$ cat src/rtl/rgb_seq_pkg.sv
// Shared types and constants for the RGB fade sequencer: colour struct,
// sequencer state encoding and the fixed 8-entry palette.
package rgb_seq_pkg;

    typedef struct packed {
        logic [7:0] r;
        logic [7:0] g;
        logic [7:0] b;
    } rgb_t;

    typedef enum logic [0:0] {
        SEQ_FADE = 1'b0,
        SEQ_HOLD = 1'b1
    } seq_state_e;

    localparam int PALETTE_SIZE = 8;

    // Walk order: red, green, blue, yellow, cyan, magenta, white, black.
    localparam rgb_t PALETTE [PALETTE_SIZE] = '{
        24'hFF0000,
        24'h00FF00,
        24'h0000FF,
        24'hFFFF00,
        24'h00FFFF,
        24'hFF00FF,
        24'hFFFFFF,
        24'h000000
    };

endpackage

$ cat src/rtl/step_tick_gen.sv
// Fade-step prescaler: divides clk by DIV and emits a one-cycle tick on the
// last count. The count freezes (and no tick is produced) while enable is low,
// so the tick phase resumes exactly where it stopped.
module step_tick_gen #(
    parameter int DIV = 10
) (
    input  logic clk,
    input  logic rst_n,
    input  logic enable,
    output logic tick
);

    localparam int                CNT_W    = $clog2(DIV);
    localparam logic [CNT_W-1:0]  CNT_LAST = CNT_W'(DIV - 1);

    logic [CNT_W-1:0] pre_cnt;

    // Prescaler counter: 0..DIV-1 then wrap, only while enabled.
    // NOTE: sequential state uses non-blocking (<=) so every flop samples the pre-edge values.
    always_ff @(posedge clk or negedge rst_n) begin
        if (!rst_n) begin
            pre_cnt <= '0;
        end else if (enable) begin
            if (pre_cnt == CNT_LAST) begin
                pre_cnt <= '0;
            end else begin
                pre_cnt <= pre_cnt + 1'b1;
            end
        end
    end

    assign tick = enable && (pre_cnt == CNT_LAST);

endmodule

$ cat src/rtl/rgb_fade_sequencer.sv
// RGB status-LED colour sequencer. Fades the three duty channels one LSB per
// step tick toward the current target, holds there for HOLD_STEPS ticks, then
// moves on to the next palette entry. A host override can replace the target
// at any time without advancing the palette index.
module rgb_fade_sequencer
    import rgb_seq_pkg::*;
#(
    parameter int CLK_HZ     = 100_000_000,
    parameter int STEP_HZ    = 1000,
    parameter int HOLD_STEPS = 500
) (
    input  logic        clk,
    input  logic        rst_n,
    input  logic        enable,
    input  logic        ovr_valid,
    input  logic [23:0] ovr_rgb,
    output logic        ovr_ready,
    output logic [7:0]  duty_r,
    output logic [7:0]  duty_g,
    output logic [7:0]  duty_b,
    output logic        busy,
    output logic [2:0]  color_idx
);

    localparam int                DIV       = CLK_HZ / STEP_HZ;
    localparam int                HOLD_W    = (HOLD_STEPS > 1) ? $clog2(HOLD_STEPS) : 1;
    localparam logic [HOLD_W-1:0] HOLD_LAST = HOLD_W'(HOLD_STEPS - 1);

    localparam logic [0:0] FADE = 1'(SEQ_FADE);
    localparam logic [0:0] HOLD = 1'(SEQ_HOLD);

    // Reject parameter sets the prescaler and hold counter cannot honour.
    if (DIV < 2) begin : g_div_check
        $error("rgb_fade_sequencer: CLK_HZ/STEP_HZ must be at least 2");
    end
    if (HOLD_STEPS < 1) begin : g_hold_check
        $error("rgb_fade_sequencer: HOLD_STEPS must be at least 1");
    end

    logic              step_tick;
    logic [0:0]        state;
    rgb_t              target;
    rgb_t              duty;
    rgb_t              duty_next;
    logic [HOLD_W-1:0] hold_cnt;
    logic [2:0]        idx;
    logic [2:0]        idx_next;
    logic              ovr_fire;
    logic              all_at_target;
    logic              hold_done;

    // One LSB toward the target; a channel already at target stays put.
    function automatic logic [7:0] step_toward(input logic [7:0] cur, input logic [7:0] tgt);
        if (cur < tgt) begin
            return cur + 8'd1;
        end else if (cur > tgt) begin
            return cur - 8'd1;
        end
        return cur;
    endfunction

    step_tick_gen #(
        .DIV (DIV)
    ) u_step_tick_gen (
        .clk    (clk),
        .rst_n  (rst_n),
        .enable (enable),
        .tick   (step_tick)
    );

    // Overrides are accepted whenever the sequencer is running, in either state.
    // NOTE: ovr_ready is purely combinational from enable, so the host sees it in the same cycle.
    assign ovr_ready = enable;
    assign ovr_fire  = ovr_valid & enable;

    // Three identical compare/inc/dec slices, one per channel.
    assign duty_next.r = step_toward(duty.r, target.r);
    assign duty_next.g = step_toward(duty.g, target.g);
    assign duty_next.b = step_toward(duty.b, target.b);

    assign all_at_target = (duty_next == target);
    assign hold_done     = (hold_cnt == HOLD_LAST);
    assign idx_next      = idx + 3'd1;

    // Duty registers: step on every FADE tick. The step always uses the target
    // as it stood before this edge, so an override accepted on a tick only
    // takes effect from the following tick.
    always_ff @(posedge clk or negedge rst_n) begin
        if (!rst_n) begin
            duty <= '0;
        end else if (step_tick && (state == FADE)) begin
            duty <= duty_next;
        end
    end

    // Sequencer FSM: target selection, hold timing and palette advance.
    // An override takes priority over a hold expiry on the same edge.
    always_ff @(posedge clk or negedge rst_n) begin
        if (!rst_n) begin
            state    <= FADE;
            target   <= PALETTE[0];
            hold_cnt <= '0;
            idx      <= '0;
        end else if (ovr_fire) begin
            target   <= ovr_rgb;
            state    <= FADE;
            hold_cnt <= '0;
        end else if (step_tick) begin
            if (state == FADE) begin
                if (all_at_target) begin
                    state    <= HOLD;
                    hold_cnt <= '0;
                end
            end else begin
                if (hold_done) begin
                    idx      <= idx_next;
                    target   <= PALETTE[idx_next];
                    state    <= FADE;
                    hold_cnt <= '0;
                end else begin
                    hold_cnt <= hold_cnt + 1'b1;
                end
            end
        end
    end

    assign duty_r    = duty.r;
    assign duty_g    = duty.g;
    assign duty_b    = duty.b;
    assign busy      = (state == FADE);
    assign color_idx = idx;

endmodule

$ cat config.mk
export PLATFORM = sky130hd
export DESIGN_NAME = rgb_fade_sequencer
export DESIGN_NICKNAME = d
export VERILOG_FILES = /design/src/rtl/rgb_seq_pkg.sv /design/src/rtl/step_tick_gen.sv /design/src/rtl/rgb_fade_sequencer.sv
export SDC_FILE = /design/constraint.sdc
export NUM_CORES = 1
export LEC_CHECK = 0
export CORE_ASPECT_RATIO = 0.75
export CORE_MARGIN = 4
export CORE_UTILIZATION = 35
export DETAILED_ROUTE_END_ITERATION = 10
export GPL_ROUTABILITY_DRIVEN = 1
export PLACE_DENSITY_LB_ADDON = 0.05
export SYNTH_ARGS = -nofsm -noshare
export SYNTH_HDL_FRONTEND = slang
export SYNTH_SLANG_ARGS = --single-unit
$ cat constraint.sdc
create_clock -name clk -period 3.87 [get_ports clk]
set_input_delay 0.774 -clock clk [delete_from_list [all_inputs] [get_ports clk]]
set_output_delay 0.774 -clock clk [all_outputs]
set_load 0.02 [all_outputs]
==> run summary, run 1 <==
Run status = finished with violations
Violated checks = setup timing
GPL Wtd Cong = 0.832
Internal power = 1.57 mW
Cell area after synthesis = 5710 um2
Initial Utilization = 35.6%
Unrepaired setup endpoints after global routing = true
Clk Latency, worst-skew pair = 0.34 ns
Die width = 155 um
# DRC = 0
Post-synth top area cell = dfrtp_1
Logic pwr share = 22.6%
CP startpoint kind = flop
Core Region = 16000 um2
Number of buffers created by CTS = 9
Clk slew on worst S/H paths = 0.06 ns
Post-route ant nets = 0
Post-synth EDFFs = 0
Largest net degree at the start of global routing = 71
Starting DRT DRC Count = 274
Setup tns final = -3.72 ns
IO buf count = 56
Setup violators final = 10
CP max FO = 5
Vias per inst = 5.06
Antenna Cells = 0
Hold path depth = 1
Yosys warning total = 0
Synth Flop Type = dfrtp_1
First-pass GRT wire length = 27900 um
Pre-CTS setup slack = -0.552 ns
Synthesized flop and latch total = 78
DP Wirelength = 12800 um
Static leakage power = 3.44 nW
Top post-synthesis cells by area = dfrtp_1, ha_1, xnor2_1
WS Path Type = reg -> reg
Peak Freq = 233 MHz
Setup Skew = 0.00813 ns
WL/cell = 16.3 um
Fillers = 1514
Die Ht = 119 um
Most common cell after layout, fill and taps aside = buf_4
Max-cap violations = 0
Maximum vdd drop = 198 uV
Vias in the first global route = 5389
CTS tree = built
Hold Fails Final Rpt = 0
Most frequent cells in the layout = buf_4, nand2_1, dfrtp_1
Clock sink count = 78
Hold Path Class = reg -> reg
Post-layout nets = 879
Syn nets = 707
Ports = 57
Setup WS post-layout = -0.425 ns
DR vias = 5151
Max-slew violations = 0
Clk buf depth = 2
Row Count = 40
Tcrit/Tclk final = 111%
Congestion Overflow GR = 0
Slew HR = 38.1%
CP Data Arrival Time = 4.52 ns
Net Sw Frac = 29.2%
CP endpoint kind = flop
Die area = 18400 um2
Cell variety after synth = 73
Reg2reg path depth = 19
Hold-fix buffers, CTS = 0
Min cycle time layout = 4.30 ns
Sw power = 649 uW
H-tree lvl count = 3
Top-area cell type share of the netlist area = 30.7%
Clock power share = 35.4%
Share of layout cells above drive strength 1 = 26.9%
Reg power frac = 42.0%
Mean Syn Cell Area = 9.05 um2
CTS Root Cell = clkbuf_16
CP required = 4.10 ns
Post-synthesis sequential area ratio = 34.4%
Initial antenna violation count = 0
Final core occ = 49.1%
PwrDens = 283 nW/um2
Post-synthesis async set-or-reset flop share = 100%
Area Overhead vs Synth = 37.7%
Worst Max-Slew Pin Slew = 0.929 ns
Syn Inst Count = 631
DRT Pass-1 Iters = 4
DRT Wirelength = 16600 um
Global Route Usage Sum = 18.8%
==> path summary, 6_finish.rpt <==
check	startpoint	to	slack [ns]
setup / recovery	target[17]	hold_cnt[2]	-0.43
hold / removal	u_step_tick_gen.pre_cnt[0]	u_step_tick_gen.pre_cnt[0]	0.51
setup reg to reg	target[17]	hold_cnt[2]	-0.43
hold reg to reg	u_step_tick_gen.pre_cnt[0]	u_step_tick_gen.pre_cnt[0]	0.51
max in group asynchronous	rst_n	target[18]	2.51
min in group asynchronous	rst_n	duty_b[0]	0.58
==> power by group through the flow <==
| stage | clock network (mW) | registers [mW] | logic, mW |
|---|---|---|---|
| 2_1_floorplan | 0 | 0.945 | 0.261 |
| 3_3_place_gp | 0 | 0.945 | 0.475 |
| 3_5_place_dp | 0 | 0.947 | 0.488 |
| 4_1_cts | 0.819 | 0.933 | 0.500 |
| 5_1_grt | 0.847 | 0.943 | 0.564 |
| 6_report | 0.786 | 0.934 | 0.503 |
==> synth_stat cells, drive strengths merged (8+ instances only) <==
cell type	n
dfrtp	70
nor4	9
o21ai	29
ha	45
xor2	21
dfstp	8
nor2	65
nand2	66
a21o	8
xnor2	34
inv	42
nand3	20
o211ai	8
clkbuf	11
nand4	13
o31ai	32
mux2i	10
nor3	8
mux2	10
a21oi	26
==> logic make-up after synthesis <==
family / after synthesis / share of synthesized area [%]
muxes: 20 / 3.73
adders and majority gates: 48 / 10.9
xor gates and xnor gates: 57 / 9.23
and+or+nand+nor: 226 / 19.5
buffers and inverters: 61 / 4.80
DFF: 78 / 34.4
AOI/OAI and AO/OA: 141 / 17.4
==> through the flow <==
| stage | hold WS [ns] | power [mW] | area (um2) | instances |
|---|---|---|---|---|
| floorplan | 0.468 | 1.21 | 5820 | 631 |
| global placement | 0.490 | 1.42 | 7450 | 999 |
| detailed placement | 0.506 | 1.43 | 7450 | 999 |
| CTS | 0.515 | 2.25 | 7800 | 1017 |
| global route | 0.551 | 2.35 | 7860 | 1018 |
| finish | 0.506 | 2.22 | 7860 | 1018 |
==> area by class of cell <==
type	count	area, um2	share of cell area [%]
Clock buffer	10	229	2.91
Clock inverter	6	38.8	0.493
Inverter	43	169	2.15
Multi-Input combinational cell	492	3700	47.0
Sequential cell	78	1970	25.0
Tap cell	210	263	3.34
Timing Repair Buffer	179	1500	19.0
==> worst max-delay path, cell delays in order (launching register included) <==
cell,delay [ns]
dfstp_2,0.53
inv_1,0.04
ha_1,0.28
nor2b_2,0.16
o211ai_2,0.15
a21oi_1,0.09
nor2b_2,0.14
inv_1,0.11
ha_1,0.31
a211oi_1,0.25
o21bai_1,0.12
a21oi_2,0.23
xnor2_1,0.17
mux2i_1,0.11
xnor2_1,0.21
buf_4,0.15
o2111ai_1,0.09
or4_4,0.56
and2_4,0.17
a221o_1,0.33
==> per-layer routing <==
layer / routed length, um / GRT usage [%]
met4: 149 / 4.32
met3: 573 / 3.77
met2: 7210 / 28.3
met5: 0 / 0
met1: 8680 / 27.6
==> sequential cells by signal, summed over array words and instances, names as in the netlist <==
| register | count |
|---|---|
| duty_g | 8 |
| duty_b | 8 |
| hold_cnt | 9 |
| color_idx | 3 |
| duty_r | 8 |
| u_step_tick_gen.pre_cnt | 17 |
| target | 24 |
| state | 1 |
==> what timing repair did <==
item,in CTS,in global routing
pin swaps,8,6
resized for setup,15,12
buffers inserted,2,1
setup endpoints to repair,10,10
Note: power is estimated with default switching activity, not from simulation.
==> run 2, diff against run 1 <==
--- a/config.mk
+++ b/config.mk
@@ -7,10 +7,11 @@
 export LEC_CHECK = 0
 export CORE_ASPECT_RATIO = 0.75
 export CORE_MARGIN = 4
-export CORE_UTILIZATION = 35
+export CORE_UTILIZATION = 45
 export DETAILED_ROUTE_END_ITERATION = 10
 export GPL_ROUTABILITY_DRIVEN = 1
 export PLACE_DENSITY_LB_ADDON = 0.05
 export SYNTH_ARGS = -nofsm -noshare
 export SYNTH_HDL_FRONTEND = slang
 export SYNTH_SLANG_ARGS = --single-unit
+export TNS_END_PERCENT = 10
==> run 2 against run 1 <==
- the flow still finishes with violations (setup timing)
- sequential cell count did not move
- first-iteration DRC count rose by 63%
- clock skew rose by 0.0012 ns
- clock-buffer cell count rose by 1
- global-route usage rose by 3.5 points
- non-clock buffer count fell by 3
- routed wire length fell by 4.7%
- register-to-register slack improved by 0.03 ns
- final cell count fell by 4.6%
- maximum frequency rose by 0.62%
- total power rose by 2.6%
- critical path type unchanged
- critical endpoint unchanged
- largest power group unchanged
==> run summary, run 2 (same netlist as run 1, synthesis figures left out) <==
Most common cell after layout, fill and taps aside = buf_4
First-pass GRT wire length = 26700 um (-4.3%)
PwrDens = 290 nW/um2 (+2.6%)
Pre-CTS setup slack = -0.563 ns (-0.0107 ns)
Clock power share = 37.1% (+1.7 points)
Congestion Overflow GR = 0 (unchanged)
Tcrit/Tclk final = 110% (-0.68 points)
# DRC = 0 (unchanged)
Maximum vdd drop = 219 uV (+11%)
Min cycle time layout = 4.27 ns (-0.0265 ns)
Most flops, register = target
Setup violators final = 10 (unchanged)
Max reg flops = 24 (unchanged)
Overall Power = 2.28 mW (+2.6%)
DR vias = 5277 (+2.4%)
Antenna Cells = 0 (unchanged)
CP endpoint kind = flop
Vias in the first global route = 5338 (-0.95%)
GPL Wtd Cong = 0.855 (+2.8%)
Core Region = 12300 um2 (-23%)
Post-layout nets = 876 (-0.34%)
Die Ht = 106 um (-11%)
Top Registers = target: 24 flops, u_step_tick_gen.pre_cnt: 17 flops, hold_cnt: 9 flops
CP required = 4.10 ns (about the same)
Starting DRT DRC Count = 446 (+63%)
Max-slew violations = 0 (unchanged)
CP startpoint kind = flop
Clk buf depth = 2 (unchanged)
Unrepaired setup endpoints after global routing = true
Ports = 57 (unchanged)
Vias per inst = 5.43 (+7.4%)
Row Count = 35 (-13%)
Setup Skew = 0.00930 ns (+0.00116 ns)
DP Wirelength = 11900 um (-7.4%)
Die area = 14600 um2 (-21%)
Share of layout cells above drive strength 1 = 27.8% (+0.97 points)
WS Path Type = reg -> reg
Net Sw Frac = 29.1% (-0.076 points)
Area of placed instances = 7350 um2 (-1.4%)
Area Overhead vs Synth = 37.7% (unchanged)
Finished Cell Area = 7860 um2 (unchanged)
Clock sink count = 78 (unchanged)
Initial antenna violation count = 0 (unchanged)
Reg power frac = 40.9% (-1.1 points)
Violated checks = setup timing
Clk slew on worst S/H paths = 0.07 ns (about the same)
DRT Pass-1 Iters = 5 (+1)
Clk Latency, worst-skew pair = 0.35 ns (about the same)
Most frequent cells in the layout = buf_4, nand2_1, dfrtp_1
Hold Fails Final Rpt = 0 (unchanged)
CP max FO = 6 (+1)
Sw power = 664 uW (+2.4%)
H-tree lvl count = 3 (unchanged)
DRT Wirelength = 15800 um (-4.7%)
Run status = finished with violations
Peak Freq = 234 MHz (+0.62%)
Initial Utilization = 46.2% (+11 points)
Hold Path Class = reg -> reg
Die width = 138 um (-11%)
Internal power = 1.62 mW (+2.7%)
Post-route ant nets = 0 (unchanged)
Logic pwr share = 22.0% (-0.6 points)
Slowest stage delay, CP = 0.53 ns (-0.03 ns)
Static leakage power = 3.47 nW (+1.0%)
CTS Root Cell = clkbuf_16
IO buf count = 56 (unchanged)
Setup WS post-layout = -0.399 ns (+0.0265 ns)
Number of buffers created by CTS = 9 (unchanged)
Max-cap violations = 0 (unchanged)
Critical Path, Cell by Cell = inv_1 > ha_1 > a21oi_2 > a21oi_2 > nor2b_2 > inv_4 > ha_4 > a211oi_2 > o21bai_1 > a21oi_2 > buf_4 > a21oi_1 > nor4_1 > nor2_2 > xnor2_1 > or4_4 > and2_4 > a221o_1
CP Data Arrival Time = 4.50 ns (-0.02 ns)
Largest net degree at the start of global routing = 79 (+11%)
Worst Max-Slew Pin Slew = 1.05 ns (+0.117 ns)
Cell at the slowest stage of the critical path = dfstp_2
Slew HR = 30.3% (-7.8 points)
Global Route Usage Sum = 22.3% (+3.5 points)
WL/cell = 16.3 um (about the same)
CTS tree = built
Most frequent CP cell = a21oi_2
run 2: layout make-up:
type / count / area, um2
clock inverters: 5 / 40.0
clock buffers: 11 / 253
flip-flops and latches: 78 / 1970
inverters: 43 / 166
multi-input cells: 492 / 3760
repair buffers: 176 / 1470
fillers: 1066 / 4490
well taps: 166 / 208
run 2: power groups by stage:
stage / logic (mW) / clock network [mW] / registers (mW)
final: 0.501 / 0.847 / 0.934
after global routing: 0.554 / 0.902 / 0.945
after CTS: 0.492 / 0.862 / 0.933
after detailed placement: 0.474 / 0 / 0.947
after global placement: 0.462 / 0 / 0.945
after floorplan: 0.260 / 0 / 0.945
run 2: per-layer routing:
| layer | global-route usage [%] | routed length, um | up-vias |
|---|---|---|---|
| li1 | - | - | 2597 |
| met5 | 0 | 0 | - |
| met3 | 4.49 | 695 | 22 |
| met2 | 34.4 | 7040 | 119 |
| met1 | 32.0 | 7890 | 2539 |
| met4 | 5.92 | 203 | 0 |
run 2: worst paths after layout:
kind                                              from                          end  slack [ns]  cells past startpoint
setup / recovery                            target[19]                  hold_cnt[2]       -0.40                     18
hold / removal             u_step_tick_gen.pre_cnt[13]  u_step_tick_gen.pre_cnt[13]        0.52                      1
setup reg to reg                            target[19]                  hold_cnt[2]       -0.40                     18
hold reg to reg            u_step_tick_gen.pre_cnt[13]  u_step_tick_gen.pre_cnt[13]        0.52                      1
max in group asynchronous                        rst_n                    duty_g[0]        2.54                      1
min in group asynchronous                        rst_n                    duty_b[3]        0.58                      1
run 2: metrics by stage:
stage / setup TNS [ns] / cells / utilization, % / hold slack [ns]
after floorplan: -1.58 / 631 / - / 0.468
after global placement: -4.01 / 950 / 59.5 / 0.496
after detailed placement: -4.94 / 950 / 59.5 / 0.512
after CTS: -2.97 / 969 / 63.1 / 0.525
after global routing: -6.63 / 971 / 63.7 / 0.541
final: -3.36 / 971 / 63.7 / 0.516
run 2: critical path, delay by kind of cell (launching register included):
family                     cells  cell delay (ns)
and+or+nand+nor                5             1.29
AOI/OAI and AO/OA              7             1.27
adders and majority gates      2             0.57
buffers and inverters          3             0.31
xor gates and xnor gates       1             0.19
DFF                            1             0.53
run 2: timing repair:
| action | 4_1_cts | 5_1_grt |
|---|---|---|
| hold buffers | 0 | 0 |
| setup endpoints to repair | 10 | 10 |
| buffers inserted | 3 | 2 |
| resized for setup | 26 | 11 |
| pin swaps | 15 | 16 |
==> run 3, diff against run 2 <==
--- a/config.mk
+++ b/config.mk
@@ -10,8 +10,10 @@
 export CORE_UTILIZATION = 45
 export DETAILED_ROUTE_END_ITERATION = 10
 export GPL_ROUTABILITY_DRIVEN = 1
+export HOLD_SLACK_MARGIN = 0.03
 export PLACE_DENSITY_LB_ADDON = 0.05
 export SYNTH_ARGS = -nofsm -noshare
 export SYNTH_HDL_FRONTEND = slang
+export SYNTH_HIERARCHICAL = 1
 export SYNTH_SLANG_ARGS = --single-unit
 export TNS_END_PERCENT = 10
==> run 3 against run 2 <==
- the flow still finishes with violations (setup timing)
- area after synthesis shrank 1.2%
- synthesized cell count shrank 1.9%
- global-route usage grew 0.31 points
- first-iteration DRC count shrank 14%
- total power grew 7.6%
- worst hold slack lost 0.0052 ns
- routed wire length grew 1.3%
- critical path type unchanged
==> run summary, run 3 <==
Yosys warning total = 6 (+6)
Min cycle time layout = 4.05 ns (-0.219 ns)
Post-synth top cells = dfrtp_1, nand2_1, nor2_1, ha_1, inv_1
Unrepaired setup endpoints after global routing = true
PwrDens = 313 nW/um2 (+7.8%)
Peak Freq = 247 MHz (+5.4%)
Routed length on met1 = 8010 um (+1.6%)
Most frequent cells in the layout = buf_4, dfrtp_1, clkdlybuf4s50_1
CP endpoint kind = flop
Cell at the slowest stage of the critical path = dfstp_2
GPL Wtd Cong = 0.874 (+2.2%)
CTS tree = built
Vias in the first global route = 5162 (-3.3%)
Overall Power = 2.46 mW (+7.6%)
Worst Max-Slew Pin Slew = 1.03 ns (-0.0152 ns)
DR vias = 5241 (-0.68%)
Top post-synthesis cells by area = dfrtp_1, ha_1, xnor2_1
Most frequent CP cell = o21a_1
Met3 WL = 540 um (-22%)
R2r setup slk = -0.18 ns (+0.22 ns)
Top-area cell type share of the netlist area = 31.1% (+0.37 points)
Static leakage power = 3.57 nW (+3.0%)
Slowest stage delay, CP = 0.54 ns (about the same)
Initial Utilization = 46.0% (-0.23 points)
Vias per inst = 5.44 (+0.14%)
Initial antenna violation count = 0 (unchanged)
Syn Inst Count = 619 (-1.9%)
Cell area after synthesis = 5640 um2 (-1.2%)
H-tree lvl count = 3 (unchanged)
Hold-fix buffers, CTS = 0 (unchanged)
Post-layout nets = 868 (-0.91%)
Largest net degree at the start of global routing = 79 (unchanged)
Post-synth top area cell = dfrtp_1
Final core occ = 64.0% (+0.35 points)
Clk slew on worst S/H paths = 0.07 ns (about the same)
Ports = 57 (unchanged)
Setup WS post-layout = -0.180 ns (+0.219 ns)
Max reg flops = 24 (unchanged)
First-pass GRT wire length = 25800 um (-3.2%)
Die Ht = 105 um (-0.56%)
Synth Flop Type = dfrtp_1
Reg-to-reg endpoint = hold_cnt[2]
CP required = 4.09 ns (about the same)
Tcrit/Tclk final = 105% (-5.7 points)
Clock sink count = 78 (unchanged)
Post-synthesis async set-or-reset flop share = 100% (unchanged)
Cell variety after synth = 71 (-2.7%)
Number of buffers created by CTS = 9 (unchanged)
Clk buf depth = 2 (unchanged)
CP max FO = 7 (+1)
Most common cell after layout, fill and taps aside = buf_4
Congestion Overflow GR = 0 (unchanged)
Share of layout cells above drive strength 1 = 29.0% (+1.2 points)
Area Overhead vs Synth = 39.2%
CTS Root Cell = clkbuf_16
WL/cell = 16.6 um (+2.1%)
Starting DRT DRC Count = 384 (-14%)
Row Count = 35 (unchanged)
Hold Fails Final Rpt = 0 (unchanged)
Post-synth EDFFs = 0 (unchanged)
Hold_ws = 0.511 ns (-0.00524 ns)
Max-cap violations = 0 (unchanged)
Violated checks = setup timing
# DRC = 0 (unchanged)
Synthesized flop and latch total = 78 (unchanged)
Critical Path, Cell by Cell = inv_2 > ha_4 > a21oi_2 > inv_1 > o21ba_4 > or2_4 > ha_2 > buf_4 > nor2_2 > a21oi_1 > o21a_1 > o21a_1 > o31a_1 > xnor2_1 > nor4_1 > and4_4 > buf_6 > o22ai_1 > a32o_1
IO buf count = 56 (unchanged)
Max-slew violations = 0 (unchanged)
Top layer in use = met4
Most flops, register = target
DR WL met2 = 7350 um (+4.4%)
Top Registers = target: 24 flops, u_step_tick_gen/pre_cnt: 17 flops, hold_cnt: 9 flops
Pre-CTS setup slack = -0.355 ns (+0.208 ns)
Maximum vdd drop = 236 uV (+7.9%)
Setup violators final = 10 (unchanged)
Die area = 14400 um2 (-1.1%)
Post-route ant nets = 0 (unchanged)
Worst hold endpoint = color_idx[2]
CP Data Arrival Time = 4.27 ns (-0.23 ns)
Global Route Usage Sum = 22.6% (+0.31 points)
DRT Wirelength = 16000 um (+1.3%)
Hold Path Class = reg -> reg
Hold path depth = 1 (unchanged)
Syn nets = 695 (-1.7%)
R2R Path Start = target[19]
DRT Pass-1 Iters = 5 (unchanged)
Core Region = 12300 um2 (-0.71%)
Setup Skew = 0.00812 ns (-0.00117 ns)
Run status = finished with violations
DP Wirelength = 12000 um (+0.72%)
Antenna Cells = 0 (unchanged)
Placed cells = 935 (-1.6%)
Die width = 137 um (-0.57%)
Non-filler cells, final = 963 (-0.82%)
Post-synthesis sequential area ratio = 34.8% (+0.42 points)
Slew HR = 31.3% (+1.0 points)
Clk Latency, worst-skew pair = 0.34 ns (about the same)
Mean Syn Cell Area = 9.11 um2 (+0.71%)
Min-delay src = color_idx[2]
WS Path Type = reg -> reg
CP startpoint kind = flop
Most common cell in the netlist = dfrtp_1
Reg2reg path depth = 19 (+1)
[run 3: worst max-delay path, delay by kind of cell (launching register included)]
family / cells / cell delay [ns]
AO/OA/AOI/OAI: 8 / 1.43
flip-flops: 1 / 0.54
AND/OR/NAND/NOR: 4 / 1.02
adder cells (fa/ha/maj): 2 / 0.41
XOR/XNOR: 1 / 0.14
buffers and inverters: 4 / 0.38
[run 3: final cells by class]
type / instances / area, um2
fillers: 1067 / 4410
multi-input cells: 480 / 3710
flip-flops and latches: 78 / 1970
repair buffers: 181 / 1500
clock buffers: 11 / 243
well taps: 166 / 208
inverters: 42 / 158
clock inverters: 5 / 63.8
[run 3: repair_timing]
| action | CTS | global route |
|---|---|---|
| pin swaps | 22 | 12 |
| endpoints found under the setup margin | 10 | 10 |
| gates resized for setup | 46 | 14 |
| cloned | 2 | 0 |
| setup buffers | 8 | 2 |
[run 3: metal layers]
| layer | GRT usage [%] | vias to the layer above |
|---|---|---|
| met2 | 34.9 | 93 |
| met4 | 4.20 | 0 |
| met3 | 3.37 | 15 |
| li1 | - | 2583 |
| met5 | 0 | - |
| met1 | 33.8 | 2550 |
[run 3: power by group]
part | internal, mW | switching [mW] | leakage, nW | total, mW
clock | 0.525 | 0.368 | 0.147 | 0.893
sequential | 0.883 | 0.0626 | 0.995 | 0.946
combinational | 0.326 | 0.291 | 2.43 | 0.617
[run 3: worst max-delay path by stage]
stage / from / depth (start not counted) / slack, ns / endpoint
floorplan: duty_g[1] / 18 / 0.03 / hold_cnt[2]
global placement: target[1] / 19 / -0.30 / hold_cnt[1]
detailed placement: target[1] / 19 / -0.35 / hold_cnt[1]
CTS: target[17] / 19 / -0.19 / hold_cnt[1]
global route: target[9] / 19 / -0.37 / hold_cnt[1]
finish: target[19] / 19 / -0.18 / hold_cnt[2]
[run 3: stage by stage]
step / setup TNS [ns] / area, um2
global placement: -2.55 / 7220
floorplan: 0 / 5700
finish: -1.41 / 7850
detailed placement: -2.90 / 7220
global route: -3.20 / 7850
CTS: -1.61 / 7770
[run 3: kinds of logic (layout without fill, tap and decap cells)]
family | count (synthesis) | after routing | synth area share [%]
muxes | 21 | 21 | 3.86
DFF | 78 | 78 | 34.8
xor gates and xnor gates | 54 | 54 | 8.39
buffers and inverters | 62 | 239 | 4.70
and+or+nand+nor | 208 | 209 | 18.9
AOI/OAI and AO/OA | 148 | 148 | 18.3
adders and majority gates | 48 | 48 | 11.0
